### src/rtl/osc_edge_counter_pkg.sv
// Shared definitions for the oscillator edge counter: FSM encoding and default widths.
package osc_edge_counter_pkg;

    localparam int CNT_W_DEF = 16;
    localparam int WIN_W_DEF = 12;

    localparam logic [1:0] ST_IDLE  = 2'd0;
    localparam logic [1:0] ST_ARM   = 2'd1;
    localparam logic [1:0] ST_COUNT = 2'd2;
    localparam logic [1:0] ST_HOLD  = 2'd3;

    typedef enum logic [1:0] {
        IDLE  = ST_IDLE,
        ARM   = ST_ARM,
        COUNT = ST_COUNT,
        HOLD  = ST_HOLD
    } state_e;

endpackage

### src/rtl/osc_sync2.sv
// Two-flop synchronizer for a single asynchronous bit; resets to 0.
module osc_sync2 (
    input  logic clk_i,
    input  logic rst_n_i,
    input  logic d_i,
    output logic q_o
);

    logic meta_q;
    logic sync_q;

    always_ff @(posedge clk_i or negedge rst_n_i) begin
        if (!rst_n_i) begin
            meta_q <= 1'b0;
            sync_q <= 1'b0;
        end else begin
            meta_q <= d_i;
            sync_q <= meta_q;
        end
    end

    assign q_o = sync_q;

endmodule

### src/rtl/osc_edge_counter.sv
// Counts synchronized OSC rising edges over a programmable window of CLK cycles and
// returns the count through a valid/ready handshake.
module osc_edge_counter
    import osc_edge_counter_pkg::*;
#(
    parameter int CNT_W = CNT_W_DEF,
    parameter int WIN_W = WIN_W_DEF
) (
    input  logic             CLK,
    input  logic             RN,
    input  logic             OSC,
    input  logic             START,
    input  logic [WIN_W-1:0] WIN,
    output logic [CNT_W-1:0] DOUT,
    output logic             VALID,
    input  logic             READY,
    output logic             BUSY,
    output logic             OVF
);

    localparam logic [WIN_W:0] WIN_ONE  = {{WIN_W{1'b0}}, 1'b1};
    localparam logic [WIN_W:0] WIN_FULL = {1'b1, {WIN_W{1'b0}}};
    localparam logic [CNT_W-1:0] CNT_MAX = {CNT_W{1'b1}};
    localparam logic [CNT_W-1:0] CNT_ONE = {{(CNT_W-1){1'b0}}, 1'b1};

    state_e           state_q, state_d;
    logic [WIN_W:0]   win_q, win_d;
    logic [CNT_W-1:0] cnt_q, cnt_d;
    logic [CNT_W-1:0] dout_q, dout_d;
    logic             ovf_q, ovf_d;
    logic             osc_s;
    logic             osc_dly_q;
    logic             edge_pulse;
    logic [WIN_W:0]   win_load;

    osc_sync2 u_sync (
        .clk_i   (CLK),
        .rst_n_i (RN),
        .d_i     (OSC),
        .q_o     (osc_s)
    );

    always_ff @(posedge CLK or negedge RN) begin
        if (!RN) begin
            osc_dly_q <= 1'b0;
        end else begin
            osc_dly_q <= osc_s;
        end
    end

    assign edge_pulse = osc_s & ~osc_dly_q;

    // A zero window request stands for the full 2^WIN_W span, hence the extra bit.
    assign win_load = (WIN == '0) ? WIN_FULL : {1'b0, WIN};

    always_comb begin
        state_d = state_q;
        win_d   = win_q;
        cnt_d   = cnt_q;
        dout_d  = dout_q;
        ovf_d   = ovf_q;
        case (state_q)
            IDLE: begin
                if (START) begin
                    state_d = ARM;
                    win_d   = win_load;
                    cnt_d   = '0;
                    ovf_d   = 1'b0;
                end
            end
            ARM: begin
                state_d = COUNT;
            end
            COUNT: begin
                if (edge_pulse) begin
                    if (cnt_q == CNT_MAX) begin
                        ovf_d = 1'b1;
                    end else begin
                        cnt_d = cnt_q + CNT_ONE;
                    end
                end
                win_d = win_q - WIN_ONE;
                // The final window cycle's edge is included in the latched result.
                if (win_q == WIN_ONE) begin
                    state_d = HOLD;
                    dout_d  = cnt_d;
                end
            end
            HOLD: begin
                if (READY) begin
                    state_d = IDLE;
                end
            end
            default: begin
                state_d = IDLE;
            end
        endcase
    end

    always_ff @(posedge CLK or negedge RN) begin
        if (!RN) begin
            state_q <= IDLE;
            win_q   <= '0;
            cnt_q   <= '0;
            dout_q  <= '0;
            ovf_q   <= 1'b0;
        end else begin
            state_q <= state_d;
            win_q   <= win_d;
            cnt_q   <= cnt_d;
            dout_q  <= dout_d;
            ovf_q   <= ovf_d;
        end
    end

    assign DOUT  = dout_q;
    assign OVF   = ovf_q;
    assign VALID = (state_q == HOLD);
    assign BUSY  = (state_q != IDLE);

endmodule

### config.mk
export PLATFORM = sky130hd
export DESIGN_NAME = osc_edge_counter
export DESIGN_NICKNAME = d
export VERILOG_FILES = /design/src/rtl/osc_edge_counter_pkg.sv /design/src/rtl/osc_sync2.sv /design/src/rtl/osc_edge_counter.sv
export SDC_FILE = /design/constraint.sdc
export NUM_CORES = 1
export LEC_CHECK = 0
export CORE_ASPECT_RATIO = 2
export CORE_MARGIN = 2
export CORE_UTILIZATION = 40
export CTS_CLUSTER_DIAMETER = 80
export DETAILED_ROUTE_END_ITERATION = 6
export SLEW_MARGIN = 10
export SYNTH_ARGS = -nofsm -noshare
export SYNTH_HDL_FRONTEND = slang
export SYNTH_SLANG_ARGS = --single-unit
### constraint.sdc
create_clock -name CLK -period 3.05 [get_ports CLK]
set_input_delay 0.305 -clock CLK [delete_from_list [all_inputs] [get_ports CLK]]
set_output_delay 0.305 -clock CLK [all_outputs]
set_load 0.05 [all_outputs]
---- Yosys cells after proc, flatten, opt, wreduce, memory -nomap -nowiden ----
Cells that the tools add are included.
operators by class
  shift-type cells ........................ 0
  order comparisons ....................... 0
  div/mod/pow operators ................... 0
  mux-type cells .......................... 15
  bitwise gates (word level) .............. 2
  equality and inequality tests ........... 10
  $mul .................................... 0
  reductions and logical operators ........ 8
  $add $sub $neg .......................... 2
operators by type and width
  kind                     number
  $mux W16                 3
  $pmux W16 S2             1
  $mux W13                 2
  $pmux W13 S2             1
  $add A16 B1 Y16 const B  1
  $eq A16 B16 Y1 const B   1
  $eq A13 B1 Y1 const B    1
  $sub A13 B1 Y13 const B  1
  $logic_not A12 Y1        1
  $ne A2 B2 Y1 const B     4
  $pmux W2 S4              1
  $mux W2                  3
  $eq A2 B2 Y1 const B     2
  $reduce_and A2 Y1        2
  $reduce_and A4 Y1        1
  $reduce_bool A2 Y1       2
  $mux W1                  3
  $reduce_and A3 Y1        1
  $eq A2 B1 Y1 const B     1
  $logic_not A2 Y1         1
  $ne A2 B1 Y1 const B     1
  $pmux W1 S2              1
  $and A1 B1 Y1            1
  $not A1 Y1               1
word-level totals
  bits in writable memories ............... 0
  memories kept ........................... 0
  output and inout bits ................... 19
  input bits .............................. 17
  flip-flop bits (word level) ............. 51
  logic and storage cells ................. 45
  latch bits .............................. 0
  ROM bits ................................ 0

---- Logic depth before layout (Yosys ltp) ----
Gate-level depths: netlist of the first run.
  depth after elaboration ................. 4
  gate-level depth with buffers ........... 9
  depth with buffers taken out ............ 7

---- Hierarchy ----
A second synthesis of the first run with hierarchy kept.
second synthesis, totals
  cell total of the unflattened synthesis .. 337
  area, all modules ....................... 2,927.8 sq um
by module, submodules not included
  module            seq. area each (sq um)  cells each  area an instance (sq um)  instances
  osc_edge_counter  1,226.2                 335         2,877.8                   1
  osc_sync2         50.0                    2           50.0                      1

---- Least setup slack after synthesis of the first run ----
Ideal clock, no wire load.
  path kind ............................... flip-flop to flip-flop
  from .................................... register win_q[4]
  to ...................................... register state_q[1]
  required time ........................... 2,925 ps
  setup slack ............................. 888 ps
  buffers on the path ..................... 1
  arrival ................................. 2,037 ps
  period minus slack after synthesis ...... 2,162 ps
  setup time .............................. 125 ps
  cell stages (with the launch flop) ...... 7
  path through ............................ dfrtp_1 -> buf_6 -> or3_1 -> or4_4 -> and4bb_2 -> o21a_1 -> mux2_2
on the way
  word-level cells in the longest chain between the ends .. 3
RTL lines
  what                                RTL line                 source
  start: declaration                  osc_edge_counter.sv:27   logic [WIN_W:0] win_q, win_d;
  start signal: assignment            osc_edge_counter.sv:109  win_q <= win_d;
  $eq A13 B1 Y1                       osc_edge_counter.sv:84   if (win_q == WIN_ONE) begin
  $ne A2 B2 Y1 (no source line)       n/a
  $reduce_and A3 Y1 (no source line)  n/a
  end signal: assignment              osc_edge_counter.sv:108  state_q <= state_d;
  end: declaration                    osc_edge_counter.sv:26   state_e state_q, state_d;
No other way between the ends.
A chain may end at the register's enable or synchronous reset.

---- Worst setup path in the final report of the first run ----
  from .................................... register win_q[5]
  to ...................................... register dout_q[15] (netlist: DOUT[15])
on the way
  word-level cells in the longest chain between the ends .. 2
RTL lines
  what                                RTL line                 source
  $eq A13 B1 Y1                       osc_edge_counter.sv:84
  $reduce_and A2 Y1 (no source line)  n/a
  end signal: assignment              osc_edge_counter.sv:111  dout_q <= dout_d;
  end: declaration                    osc_edge_counter.sv:29   logic [CNT_W-1:0] dout_q, dout_d;
No other way between the ends.

==> impl_metrics.xml, run 1 <==
<?xml version="1.0" encoding="UTF-8"?>
<metrics>
  <group name="status">
    <metric name="run_status" unit="">complete, but fails checks</metric>
    <metric name="violations" unit="">negative hold slack</metric>
  </group>
  <group name="synth">
    <metric name="ranking_of_synthesized_cells_by_area" unit="">dfrtp_1 (44%), nand2_1 (5.0%), o21ai_0 (4.4%)</metric>
    <metric name="ys_async_sr_fraction" unit="">1.00</metric>
    <metric name="synth_largest_area_cell" unit="">dfrtp_1</metric>
    <metric name="syn_avg_cell_area" unit="µm²">8.69</metric>
    <metric name="netlist_top_cells_count" unit="">dfrtp_1 (51), nand2_1 (39), o21ai_0 (26)</metric>
    <metric name="portion_of_the_post_synthesis_area_used_by_sequential_elements" unit="">0.436</metric>
    <metric name="yosysMostFrequentCell" unit="">dfrtp_1</metric>
    <metric name="syn-cell-area" unit="mm²">0.00293</metric>
    <metric name="synth.top_cell.area_share" unit="">0.436</metric>
    <metric name="yosys_warnings" unit="">0</metric>
    <metric name="synth_edf_count" unit="">0</metric>
    <metric name="synth_top_flop_cell" unit="">dfrtp_1</metric>
    <metric name="synthesis.instances" unit="">337</metric>
    <metric name="synth_cell_types" unit="">48</metric>
    <metric name="synth-seq-cells" unit="">51</metric>
    <metric name="syn-num-nets" unit="">360</metric>
  </group>
  <group name="detailed_routing">
    <metric name="detail_route.first_pass.iterations" unit="">4</metric>
    <metric name="dr.first_iter.drc_count" unit="">112</metric>
    <metric name="route.antenna.remaining_nets" unit="">0</metric>
    <metric name="detail_route.wl_per_cell" unit="µm">15.5</metric>
    <metric name="vias_after_detailed_routing" unit="">2574</metric>
    <metric name="finalWirelength" unit="µm">7060</metric>
    <metric name="drcViolationCount" unit="">0</metric>
    <metric name="detail_route.vias_per_cell" unit="">5.64</metric>
  </group>
  <group name="placement">
    <metric name="buffer_ports.inserted" unit="">35</metric>
    <metric name="routabilityCongestion" unit="">0.830</metric>
    <metric name="place_area" unit="mm²">0.00334</metric>
    <metric name="dp.final_hpwl" unit="µm">5070</metric>
    <metric name="placed_cells" unit="">449</metric>
    <metric name="place_ws" unit="ns">0.627</metric>
  </group>
  <group name="setup_path">
    <metric name="crit_arrival" unit="ns">2.65</metric>
    <metric name="timing.critical_path.slowest_cell_delay" unit="ns">0.66</metric>
    <metric name="cpMaxStageDelayCell" unit="">or3_1</metric>
    <metric name="crit_path_frequent_cell" unit="">or3_1</metric>
    <metric name="critPathKind" unit="">flop to flop</metric>
    <metric name="critical-path-top-delay-family" unit="">simple AND/OR/NAND/NOR gates</metric>
    <metric name="critical_path.cell_chain" unit="">or3_1, or4_4, or3_1, nor2b_4, a31oi_1</metric>
    <metric name="setup.reg_to_reg.worst_slack" unit="ns">0.62</metric>
    <metric name="critical_path.n_buffers_inverters" unit="">0</metric>
    <metric name="cp_max_fo" unit="">18</metric>
    <metric name="endpoint_kind" unit="">flop</metric>
    <metric name="critPathLaunchType" unit="">flop</metric>
    <metric name="timing.critical_path.required" unit="ns">3.27</metric>
  </group>
  <group name="grt">
    <metric name="maximum_number_of_pins_on_one_net_before_global_route_repair" unit="">30</metric>
    <metric name="overall_routing_resource_usage" unit="">0.184</metric>
    <metric name="wire_length_of_the_first_global_routing_pass" unit="µm">11700</metric>
    <metric name="residual_overflow_from_global_routing" unit="">0</metric>
    <metric name="grt_antenna_before_repair" unit="">0</metric>
    <metric name="first_global_vias" unit="">2376</metric>
  </group>
  <group name="pwr">
    <metric name="power.total" unit="W">0.00251</metric>
    <metric name="leak_pwr" unit="nW">1.40</metric>
    <metric name="peakVddDrop" unit="mV">0.398</metric>
    <metric name="powerDensity" unit="mW/mm²">723</metric>
  </group>
  <group name="clock_tree">
    <metric name="cts_post_setup_buffers_inserted" unit="">0</metric>
    <metric name="cts.htree.levels" unit="">2</metric>
    <metric name="cts.sinks" unit="">51</metric>
    <metric name="cts_inserted_buffers" unit="">5</metric>
    <metric name="worst_setup_hold_path_clk_slew" unit="ns">0.06</metric>
    <metric name="clkLatencyLatePin" unit="ns">0.29</metric>
    <metric name="clockBufferDepth" unit="">2</metric>
    <metric name="postCtsHoldBufs" unit="">0</metric>
    <metric name="cts_tree" unit="">yes</metric>
    <metric name="cts_root_buf" unit="">clkbuf_16</metric>
    <metric name="post_cts_resized" unit="">0</metric>
  </group>
  <group name="timing">
    <metric name="finalMaxSlewViolations" unit="">0</metric>
    <metric name="timing.final.crit_share" unit="">0.798</metric>
    <metric name="setup_total_negative_slack" unit="ns">0</metric>
    <metric name="timing_hold_violations_final" unit="">22</metric>
    <metric name="timing.max_slew.rel_slack" unit="">0.551</metric>
    <metric name="clock-skew-final" unit="ns">0.00474</metric>
    <metric name="tightest_slew" unit="ns">0.673</metric>
    <metric name="finalWorstSetupSlack" unit="ns">0.616</metric>
    <metric name="period_minus_slack" unit="ns">2.43</metric>
    <metric name="hold_slack" unit="ns">-0.0156</metric>
    <metric name="fmax" unit="MHz">411</metric>
    <metric name="report.final.setup_viol" unit="">0</metric>
    <metric name="rsz_0062_raised_after_global_routing" unit="">no</metric>
  </group>
  <group name="die">
    <metric name="core_area" unit="mm²">0.00716</metric>
    <metric name="num_rows" unit="">44</metric>
    <metric name="num_io_pins" unit="">36</metric>
    <metric name="initial_utilization" unit="">0.409</metric>
    <metric name="die_width" unit="µm">64.5</metric>
    <metric name="dieArea" unit="mm²">0.00806</metric>
    <metric name="die-height" unit="µm">125</metric>
  </group>
  <group name="finish">
    <metric name="syn2layout_area_growth" unit="%">18.8</metric>
    <metric name="drive_above_1_share" unit="">0.0659</metric>
    <metric name="final_nets" unit="">387</metric>
    <metric name="final_cell_area" unit="mm²">0.00348</metric>
    <metric name="fin_cells" unit="">456</metric>
    <metric name="antenna_cells_inserted" unit="">0</metric>
  </group>
  <group name="hold_path">
    <metric name="hold_class" unit="">primary input to async pin</metric>
  </group>
  <group name="job">
    <metric name="drv_cap" unit="">0</metric>
  </group>
</metrics>
## per-layer routing
metal  vias up  GRT usage  wire length [µm]
li1       1265          -                 -
met5         -          0                 0
met1      1247      0.253              3200
met3         7     0.0243               255
met4         0     0.0563                93
met2        55      0.299              3500
## stage by stage
| step | hold WS, ns | util |
|---|---|---|
| after CTS | 0.00798 | 0.486 |
| after detailed placement | 0.320 | 0.467 |
| after global routing | 0.0263 | 0.486 |
| after global placement | 0.319 | 0.467 |
| final | -0.0156 | 0.486 |
| after floorplan | 0.00941 | - |
## kinds of logic (layout without fill, tap and decap cells)
kind of cell / Yosys count / after routing / share of synthesized area
fa+ha+maj: 6 / 6 / 0.0256
mux: 8 / 8 / 0.0278
simple gates: 128 / 128 / 0.229
compound gates: 92 / 92 / 0.184
xor+xnor: 12 / 12 / 0.0359
buf+inv: 40 / 67 / 0.0615
flops: 51 / 51 / 0.436
## worst paths after layout
| kind | cells after the start | endpoint | from |
|---|---|---|---|
| worst min register to register | 0 | u_sync.q_o | u_sync.meta_q |
| min in group CLK | 0 | u_sync.q_o | u_sync.meta_q |
| worst max register to register | 5 | DOUT[15] | win_q[5] |
| worst max-delay path | 5 | DOUT[15] | win_q[5] |
| worst min-delay path | 1 | win_q[0] | RN |
| max in group asynchronous | 2 | win_q[5] | RN |
## report_power, final
part / total [W] / internal (W) / switching [W] / leakage (nW)
Clock: 0.000547 / 0.000300 / 0.000247 / 0.0696
Combinational: 0.00105 / 0.000389 / 0.000658 / 0.659
Sequential: 0.000920 / 0.000787 / 0.000133 / 0.674
Total: 0.00251 / 0.00148 / 0.00104 / 1.40
## layout by cell type, fill, tap and decap left out, types with 2 or more instances in the layout
| master | instances |
|---|---|
| nand2b_1 | 4 |
| nor3b_1 | 2 |
| or3_1 | 5 |
| and3_1 | 3 |
| a21oi_1 | 19 |
| o21a_1 | 2 |
| nor3_1 | 5 |
| and3b_1 | 2 |
| nand4_1 | 7 |
| buf_4 | 10 |
| xnor2_1 | 7 |
| o21ai_1 | 11 |
| nor2b_4 | 2 |
| and4_1 | 3 |
| a22o_1 | 2 |
| nor2_1 | 20 |
| nand3_1 | 19 |
| mux2i_1 | 7 |
| or4_1 | 2 |
| ha_1 | 6 |
| xor2_1 | 5 |
| a21o_1 | 2 |
| nand2_1 | 39 |
| inv_1 | 15 |
| a31oi_1 | 15 |
| nor4_1 | 9 |
| clkbuf_16 | 5 |
| clkdlybuf4s50_1 | 34 |
| o22ai_1 | 7 |
| o21ai_0 | 26 |
| dfrtp_1 | 51 |
## area by class of cell
class	instances	area (µm²)
clock inverter	2	13.8
fill	704	3680
inverter	15	56.3
multi-input combinational	246	1470
timing repair buffer	45	420
tap	92	115
clock buffer	5	125
sequential	51	1280
## state kept, by name, indices dropped and copies added, names as in the netlist
| register | cells |
|---|---|
| DOUT | 16 |
| OVF | 1 |
| cnt_q | 16 |
| osc_dly_q | 1 |
| state_q | 2 |
| u_sync.meta_q | 1 |
| u_sync.q_o | 1 |
| win_q | 13 |
Note: power is estimated with default switching activity, not from simulation.
==> run 2: changes to the inputs <==
==> constraint.sdc (replaced) <==
create_clock -name CLK -period 2.3 [get_ports CLK]
set_input_delay 0.23 -clock CLK [delete_from_list [all_inputs] [get_ports CLK]]
set_output_delay 0.23 -clock CLK [all_outputs]
set_load 0.05 [all_outputs]
==> run 2 against run 1 <==
Register-to-register slack worse by 0.53 ns. Largest cell class unchanged. Power up 43%. Largest power group unchanged. The flow now finishes without violations. Sequential share of layout area down 2.2 points.
==> impl_metrics.xml, run 2 (synthesis results as in run 1) <==
<?xml version="1.0" encoding="UTF-8"?>
<metrics>
  <group name="status">
    <metric name="run_status" unit="">finished, final reports clean</metric>
  </group>
  <group name="setup_path">
    <metric name="crit_arrival" unit="ns">2.38</metric>
    <metric name="cpMaxStageDelayCell" unit="">or4_4</metric>
    <metric name="setup.reg_to_reg.worst_slack" unit="ns">0.09</metric>
    <metric name="timing.critical_path.depth" unit="">6</metric>
    <metric name="cp_max_fo" unit="">11</metric>
    <metric name="origin_of_the_critical_flop_to_flop_path" unit="">win_q[5]</metric>
    <metric name="r2r-end" unit="">DOUT[5]</metric>
    <metric name="critPathKind" unit="">flop to flop</metric>
    <metric name="critical_path.cell_chain" unit="">or3_1, or4_4, or3_1, buf_4, nand2_1, o21ai_1</metric>
    <metric name="endpoint_kind" unit="">flop</metric>
    <metric name="timing.critical_path.required" unit="ns">2.47</metric>
    <metric name="critical_path.n_buffers_inverters" unit="">1</metric>
    <metric name="reg2reg_depth" unit="">6</metric>
    <metric name="critical-path-top-delay-family" unit="">simple AND/OR/NAND/NOR gates</metric>
    <metric name="timing.critical_path.slowest_cell_delay" unit="ns">0.51</metric>
    <metric name="worst_setup_path_startpoint" unit="">win_q[5]</metric>
    <metric name="worst_setup_path_endpoint" unit="">DOUT[5]</metric>
    <metric name="crit_path_frequent_cell" unit="">or3_1</metric>
    <metric name="critPathLaunchType" unit="">flop</metric>
  </group>
  <group name="detailed_routing">
    <metric name="detail_route.first_pass.iterations" unit="">4</metric>
    <metric name="vias_after_detailed_routing" unit="">2687</metric>
    <metric name="finalWirelength" unit="µm">7220</metric>
    <metric name="route.antenna.remaining_nets" unit="">0</metric>
    <metric name="detail_route.vias_per_cell" unit="">5.56</metric>
    <metric name="dr.first_iter.drc_count" unit="">205</metric>
    <metric name="detail_route.wl_per_cell" unit="µm">14.9</metric>
    <metric name="drcViolationCount" unit="">0</metric>
  </group>
  <group name="clock_tree">
    <metric name="worst_setup_hold_path_clk_slew" unit="ns">0.07</metric>
    <metric name="cts_tree" unit="">yes</metric>
    <metric name="cts.sinks" unit="">51</metric>
    <metric name="clockBufferDepth" unit="">2</metric>
    <metric name="cts.htree.levels" unit="">2</metric>
    <metric name="clkLatencyLatePin" unit="ns">0.29</metric>
    <metric name="cts_root_buf" unit="">clkbuf_16</metric>
    <metric name="cts_inserted_buffers" unit="">5</metric>
  </group>
  <group name="grt">
    <metric name="wire_length_of_the_first_global_routing_pass" unit="µm">12300</metric>
    <metric name="residual_overflow_from_global_routing" unit="">0</metric>
    <metric name="overall_routing_resource_usage" unit="">0.189</metric>
    <metric name="maximum_number_of_pins_on_one_net_before_global_route_repair" unit="">24</metric>
    <metric name="first_global_vias" unit="">2647</metric>
    <metric name="grt_antenna_before_repair" unit="">0</metric>
  </group>
  <group name="finish">
    <metric name="fin_cells" unit="">483</metric>
    <metric name="drive_above_1_share" unit="">0.130</metric>
    <metric name="antenna_cells_inserted" unit="">0</metric>
    <metric name="final_nets" unit="">413</metric>
    <metric name="commonest_cells_after_routing_fill_and_taps_aside" unit="">dfrtp_1 (51), nand2_1 (39), buf_4 (36)</metric>
    <metric name="syn2layout_area_growth" unit="%">26.5</metric>
    <metric name="commonest_non_fill_non_tap_cell_in_the_layout" unit="">dfrtp_1</metric>
  </group>
  <group name="timing">
    <metric name="setup_total_negative_slack" unit="ns">0</metric>
    <metric name="timing.final.crit_share" unit="">0.961</metric>
    <metric name="period_minus_slack" unit="ns">2.21</metric>
    <metric name="clock-skew-final" unit="ns">0.00491</metric>
    <metric name="fmax" unit="MHz">452</metric>
    <metric name="report.final.setup_viol" unit="">0</metric>
    <metric name="rsz_0062_raised_after_global_routing" unit="">no</metric>
    <metric name="tightest_slew" unit="ns">0.587</metric>
    <metric name="timing_hold_violations_final" unit="">0</metric>
    <metric name="finalMaxSlewViolations" unit="">0</metric>
    <metric name="timing.max_slew.rel_slack" unit="">0.608</metric>
  </group>
  <group name="pwr">
    <metric name="peakVddDrop" unit="mV">0.530</metric>
    <metric name="leak_pwr" unit="nW">1.54</metric>
    <metric name="powerDensity" unit="mW/mm²">968</metric>
  </group>
  <group name="job">
    <metric name="drv_cap" unit="">0</metric>
  </group>
  <group name="placement">
    <metric name="dp.final_hpwl" unit="µm">5430</metric>
    <metric name="placed_cells" unit="">474</metric>
    <metric name="buffer_ports.inserted" unit="">35</metric>
    <metric name="routabilityCongestion" unit="">0.920</metric>
  </group>
  <group name="die">
    <metric name="dieArea" unit="mm²">0.00806</metric>
    <metric name="die-height" unit="µm">125</metric>
    <metric name="initial_utilization" unit="">0.409</metric>
    <metric name="num_io_pins" unit="">36</metric>
    <metric name="core_area" unit="mm²">0.00716</metric>
    <metric name="die_width" unit="µm">64.5</metric>
    <metric name="num_rows" unit="">44</metric>
  </group>
  <group name="hold_path">
    <metric name="hold_class" unit="">primary input to async pin</metric>
  </group>
</metrics>
## run 2: cell types whose count changed in the layout (fill, tap and decap cells not counted), sizes merged
cell / delta
clkdlybuf4s50: -1
bufinv: +1
dlygate4sd3: +1
buf: +26
## run 2: layer usage
metal	part of all wire	track usage	wire length, µm	vias to the layer above
met4	0.017	0.0551	120	0
met5	0	0	0	-
li1	-	-	-	1310
met1	0.45	0.244	3240	1282
met2	0.49	0.325	3540	83
met3	0.044	0.0288	317	12
## run 2: worst register-to-register path: cells and delay by family (launching register included)
kind	cells	cell delay [ns]
flip-flops	1	0.38
AO/OA/AOI/OAI	1	0.06
AND/OR/NAND/NOR	4	1.44
buffers and inverters	1	0.22
## run 2: how the worst min path moves through the flow
| stage | slack (ns) | startpoint | endpoint |
|---|---|---|---|
| finish | 0.33 | RN | win_q[2] |
| global route | 0.35 | RN | win_q[10] |
| CTS | 0.33 | RN | win_q[10] |
| detailed placement | 0.10 | RN | win_q[2] |
| global placement | 0.09 | RN | win_q[0] |
| floorplan | -0.07 | RN | DOUT[0] |
## run 2: area by class of cell
| class | instances | area (µm²) |
|---|---|---|
| Timing Repair Buffer | 71 | 616 |
| Sequential cell | 51 | 1280 |
| Multi-Input combinational cell | 246 | 1470 |
| Clock inverter | 3 | 43.8 |
| Inverter | 15 | 56.3 |
| Tap cell | 92 | 115 |
| Fill cell | 703 | 3450 |
| Clock buffer | 5 | 125 |
## run 2: repair_timing
action / 4_1_cts / 5_1_grt
buffers inserted: 0 / 0
resized for setup: 0 / 0
hold buffers: 1 / 0
endpoints found under the hold margin: 7 / 0
## run 2: through the flow
| stage | area (µm²) | total power (W) | hold WS [ns] | setup WS, ns | util |
|---|---|---|---|---|---|
| floorplan | 2930 | 0.00218 | -0.0656 | 0.138 | - |
| global placement | 3520 | 0.00271 | 0.0940 | 0.142 | 0.492 |
| detailed placement | 3520 | 0.00275 | 0.101 | 0.0987 | 0.492 |
| CTS | 3700 | 0.00361 | 0.333 | 0.0779 | 0.517 |
| global route | 3700 | 0.00385 | 0.354 | 0.0125 | 0.517 |
| finish | 3700 | 0.00359 | 0.330 | 0.0888 | 0.517 |
## run 2: power breakdown
| part | internal [W] | switching (W) |
|---|---|---|
| sequential | 0.00104 | 0.000151 |
| clock | 0.000513 | 0.000337 |
| combinational | 0.000635 | 0.000907 |
